[config.mk]
export PLATFORM = sky130hd
export DESIGN_NAME = if_prefetch_buffer
export DESIGN_NICKNAME = d
export VERILOG_FILES = /design/src/rtl/if_prefetch_buffer.sv
export SDC_FILE = /design/constraint.sdc
export NUM_CORES = 1
export LEC_CHECK = 0
export ABC_AREA = 1
export ABC_CLOCK_PERIOD_IN_PS = 7700
export CAP_MARGIN = 20
export CORE_MARGIN = 3
export CORE_UTILIZATION = 57
export CTS_BUF_LIST = sky130_fd_sc_hd__clkbuf_2
export DETAILED_ROUTE_END_ITERATION = 10
export PLACE_DENSITY = 0.82
export SLEW_MARGIN = 20
export SYNTH_ARGS = -nofsm -noshare
export SYNTH_HDL_FRONTEND = slang
export SYNTH_SLANG_ARGS = --single-unit
[constraint.sdc]
create_clock -name clk -period 7.7 [get_ports clk]
set_input_delay 1.54 -clock clk [delete_from_list [all_inputs] [get_ports clk]]
set_output_delay 1.54 -clock clk [all_outputs]
set_load 0.005 [all_outputs]
[src/rtl/if_prefetch_buffer.sv]
// if_prefetch_buffer: sequential instruction prefetch into a small {pc, instr} FIFO with redirect flush
module if_prefetch_buffer #(
    parameter int          DEPTH    = 4,
    parameter logic [31:0] RESET_PC = 32'h0000_0000
) (
    input  logic        clk,
    input  logic        reset,
    output logic        imem_req,
    output logic [31:0] imem_addr,
    input  logic        imem_rvalid,
    input  logic [31:0] imem_rdata,
    input  logic        redirect,
    input  logic [31:0] redirect_pc,
    output logic        out_valid,
    input  logic        out_ready,
    output logic [31:0] out_pc,
    output logic [31:0] out_instr
);
    localparam int AW = $clog2(DEPTH);

    typedef enum logic [1:0] {IDLE, WAIT, DROP} state_t;

    state_t      r_state;
    state_t      w_state_nxt;
    logic [31:0] r_fetch_pc;
    logic [AW:0] r_count;
    logic [AW:0] w_count_nxt;
    logic [AW-1:0] r_rd_ptr;
    logic [AW-1:0] r_wr_ptr;
    logic [31:0] r_pc_mem    [DEPTH];
    logic [31:0] r_instr_mem [DEPTH];
    logic        w_push;
    logic        w_pop;
    logic        w_issue;

    assign out_valid = r_count != '0;
    assign out_pc    = out_valid ? r_pc_mem[r_rd_ptr] : '0;
    assign out_instr = out_valid ? r_instr_mem[r_rd_ptr] : '0;

    // Next occupancy and fetch state before deciding whether a new request can go out this edge
    always_comb begin
        w_push      = (r_state == WAIT) && imem_rvalid && !redirect;
        w_pop       = out_valid && out_ready && !redirect;
        w_count_nxt = redirect ? '0 : r_count + (AW+1)'(w_push) - (AW+1)'(w_pop);
        w_state_nxt = redirect ? ((r_state != IDLE && !imem_rvalid) ? DROP : IDLE)
                    : (r_state != IDLE && imem_rvalid) ? IDLE : r_state;
        w_issue     = !redirect && (w_state_nxt == IDLE) && (w_count_nxt < (AW+1)'(DEPTH));
    end

    // Fetch FSM; imem_addr doubles as the pc of the outstanding request
    always_ff @(posedge clk) begin
        if (reset) begin
            r_state    <= IDLE;
            r_fetch_pc <= RESET_PC;
            imem_req   <= 1'b0;
            imem_addr  <= '0;
        end else begin
            imem_req <= w_issue;
            r_state  <= w_issue ? WAIT : w_state_nxt;
            if (redirect)
                r_fetch_pc <= redirect_pc & ~32'h3;
            else if (w_issue) begin
                r_fetch_pc <= r_fetch_pc + 32'd4;
                imem_addr  <= r_fetch_pc;
            end
        end
    end

    // FIFO occupancy and pointers; a redirect empties the queue and cancels any pop
    always_ff @(posedge clk) begin
        if (reset) begin
            r_count  <= '0;
            r_rd_ptr <= '0;
            r_wr_ptr <= '0;
        end else begin
            r_count  <= w_count_nxt;
            r_wr_ptr <= redirect ? '0 : r_wr_ptr + AW'(w_push);
            r_rd_ptr <= redirect ? '0 : r_rd_ptr + AW'(w_pop);
        end
    end

    // FIFO storage, written with the pc of the request that produced the word
    always_ff @(posedge clk) begin
        if (w_push) begin
            r_pc_mem[r_wr_ptr]    <= imem_addr;
            r_instr_mem[r_wr_ptr] <= imem_rdata;
        end
    end
endmodule
==> results by group <==
Status
  – Status: finished, final reports clean

Routing
  – Detailed-router iteration count before antenna repair: 5
  – Final routed DRC violation total: 0
  – Wirelength, routed: 31000 µm
  – Average wire per standard cell: around 17 µm
  – Vias post-DR: between 9000 and 10000
  – Number of DRC markers in iteration 0: ~740
  – Number of antenna-violating nets in the routed design: 0
  – Via/cell ratio: between 5 and 6

Synth
  – Mean instance size in the synthesized netlist: 10.3 µm²
  – Post-synth top area cell: edfxtp_1
  – Post-Synthesis Cells: between 1000 and 1500
  – Leading cell types by total area after synthesis: edfxtp_1 (56%), dfxtp_1 (11%), nor2_1 (8.4%)
  – Synth async-reset ratio: 0
  – Top cell type's share of synthesized area: 0.562
  – Number of warnings reported in the yosys synthesis log: 0
  – Register area share after synthesis: 0.668
  – Number of enable flip-flop cells after synthesis: roughly 250
  – Primary FF master, synth: edfxtp_1
  – Seq cells post-synth: approximately 320
  – Count of different cell masters after synthesis: 36
  – Post-synthesis instance area: around 0.013 mm²

Final layout
  – Share of final-layout standard cells stronger than drive strength 1: 0.110
  – Area used by multi-input combinational logic: 0.00389 mm²
  – Top library cells by usage in the layout, fill and taps aside: nor2_1 (295), edfxtp_1 (248), nand2_1 (166), clkdlybuf4s50_1 (160), o21ai_0 (136)
  – Most common cell after layout, fill and taps aside: nor2_1
  – Number of fill cells in the layout: 1714
  – Flip-flop and latch area: roughly 0.009 mm²
  – Growth of design area from synthesis to finish: 18.0%
  – Final layout net count: approximately 1500

Pwr
  – Cell leakage power: about 5.6 nW
  – Cell Int Power: about 2.3 mW
  – Power Dens Cells: around 200 mW/mm²
  – Fraction of power consumed by the clock network: 0.333
  – Net switching power of the design: around 0.74 mW
  – Worst IR Drop VDD: between 90 and 100 µV
  – Fraction of power consumed by sequential logic: 0.617
  – Comb power frac: 0.050
  – Sw Ratio: 0.243

Global routing
  – Total track usage: 0.241
  – Global-route congestion overflow total: 0
  – Via count of the first global-routing pass: 9461
  – Maximum number of pins on one net before global-route repair: 76
  – Number of antenna violations at the first check in global routing: 1
  – Wire length of the first global-routing pass: around 47000 µm

Placed design
  – Half-perimeter wire length after placement: approximately 18000 µm
  – GP Congestion: a little over 0.9
  – Count of input and output buffers: 160
  – Pre-CTS setup slack: roughly 2.6 ns

Setup path
  – Critical path class: register to output pin
  – Worst Setup Start Kind: register
  – Number of cells on the worst reg-to-reg path: 18
  – Crit path DAT: around 3.8 ns
  – Required time at the endpoint of the critical path: 6.16 ns
  – Critical Path End Type: output pin
  – Capturing point of the worst reg2reg path: r_fetch_pc[20]
  – Internal reg-to-reg setup slack: between 3 and 4 ns
  – Worst Path Max Fanout: 75
  – Worst reg2reg path startpoint: r_count[1]

Floorplan
  – Total number of placement rows: between 50 and 60
  – Overall die width: 158 µm
  – Area inside the core boundary: roughly 0.023 mm²
  – Floorplan die height: ~160 µm
  – IO Count: 167
  – Initial cell density of the core: 0.583
  – Die outline area: roughly 0.025 mm²

CTS
  – Clock Tree Root: clkbuf_2
  – Hold-fix buffers at CTS: 0
  – Insertion delay to the later sink of the worst-skew pair: about 0.80 ns
  – Deepest level of the CTS H-tree: 3
  – Gates resized, CTS repair: 0
  – Clock tree from TritonCTS: yes
  – Number of buffers inserted during clock tree synthesis: 77
  – Clock Pin Slew Worst Setup and Hold Paths: about 0.12 ns
  – Clock Tree Buf Depth: 3
  – CTS sink cnt: approximately 320
  – Post CTS Setup Buffer Count: 0

STA
  – Crit path time final: between 5 and 6 ns
  – Least setup slack across all paths after layout: around 2.4 ns
  – Unrepaired setup endpoints after global routing: no
  – Post-route fraction of the period consumed by the critical path: 0.689
  – Slew at the pin with the worst max-slew slack: about 1 ns
  – Setup TNS: 0 ns
  – Final count of hold timing violations: 0
  – Final setup vio count: 0
  – Slew HR: 0.344
  – Worst Skew: around 0.062 ns
  – Number of max-slew violations in the final report: 0
  – Fmax: 0.189 GHz

Run
  – Max-Cap Viols: 0

Min path
  – Critical hold path startpoint: imem_addr[5]
  – Type of the worst min-delay path: register to register
  – Worst Hold Path Cells: 0
  – Hold endpoint: r_pc_mem[1][5]
## routing by layer
layer / wire [µm] / GRT usage
met5: 0 / 0
met4: 709 / 0.0955
met3: 2180 / 0.0503
met2: 15000 / 0.404
met1: 13100 / 0.310
## cells by family after synthesis
group	Yosys count	synth area share
xor gates and xnor gates	12	0.00793
adders and majority gates	4	0.00435
other	1	0.000283
AOI/OAI and AO/OA	257	0.0982
and+or+nand+nor	568	0.180
DFF	318	0.668
buffers and inverters	123	0.0409
## area by class of cell
| cell class | instances | share of cell area |
|---|---|---|
| flip-flops and latches | 318 | 0.567 |
| multi-input cells | 845 | 0.249 |
| repair buffers | 171 | 0.108 |
| clock buffers | 112 | 0.0359 |
| well taps | 285 | 0.0228 |
| inverters | 50 | 0.0123 |
| clock inverters | 19 | 0.00552 |
| diodes | 1 | 0.000160 |
## power groups by stage
stage / logic, mW / clock network [mW] / registers, mW
after global routing: 0.170 / 1.14 / 1.90
final: 0.154 / 1.02 / 1.89
after detailed placement: 0.153 / 0 / 1.93
after floorplan: 0.0785 / 0 / 1.93
after CTS: 0.154 / 1.05 / 1.89
after global placement: 0.150 / 0 / 1.93
## per-stage QoR
stage | util | hold WS (ns) | power, mW | cell area, µm² | instances
floorplan | - | 0.457 | 2.00 | 13300 | 1286
global placement | 0.660 | 0.467 | 2.08 | 15000 | 1669
detailed placement | 0.660 | 0.483 | 2.09 | 15000 | 1669
CTS | 0.688 | 0.490 | 3.10 | 15600 | 1800
global route | 0.688 | 0.503 | 3.21 | 15600 | 1801
finish | 0.688 | 0.492 | 3.07 | 15600 | 1801
## critical path, cell delays in order (launching register included)
cell and delay [ns]:
dfxtp_4 0.74, clkinv_2 0.68, buf_4 0.56, o21ai_0 0.33, a21oi_1 0.11, clkdlybuf4s50_1 0.50
## cell usage after synthesis, types with 2 or more instances
| cell type | count |
|---|---|
| a21oi_1 | 77 |
| buf_1 | 2 |
| buf_2 | 17 |
| buf_4 | 7 |
| buf_6 | 4 |
| clkbuf_1 | 43 |
| dfxtp_1 | 70 |
| edfxtp_1 | 248 |
| ha_1 | 3 |
| inv_1 | 44 |
| inv_2 | 5 |
| nand2_1 | 166 |
| nand2_2 | 6 |
| nand2_4 | 3 |
| nand3_1 | 62 |
| nand3_4 | 2 |
| nand4_1 | 8 |
| nor2_1 | 295 |
| nor2_2 | 5 |
| nor2_4 | 4 |
| nor3_1 | 12 |
| nor3_2 | 2 |
| o21a_1 | 3 |
| o21ai_0 | 136 |
| o21ai_1 | 38 |
| xor2_1 | 11 |
## registers in the layout, indices dropped and copies added (netlist names)
name / cells
r_fetch_pc: 30
r_state: 2
r_rd_ptr: 2
imem_req: 1
r_count: 3
r_pc_mem: 120
r_wr_ptr: 2
imem_addr: 30
r_instr_mem: 128
## worst max path at each step
stage	start	endpoint	slack, ns	cells past startpoint
3_5_place_dp	redirect	r_fetch_pc[3]	2.58	16
4_1_cts	r_rd_ptr[0]	out_pc[17]	2.31	5
2_1_floorplan	redirect	r_instr_mem[0][0]	0.93	4
3_3_place_gp	redirect	r_fetch_pc[3]	2.67	16
5_1_grt	r_rd_ptr[0]	out_pc[17]	2.09	5
6_report	r_rd_ptr[0]	out_pc[28]	2.40	5
Power figures use the tool's default switching activity.
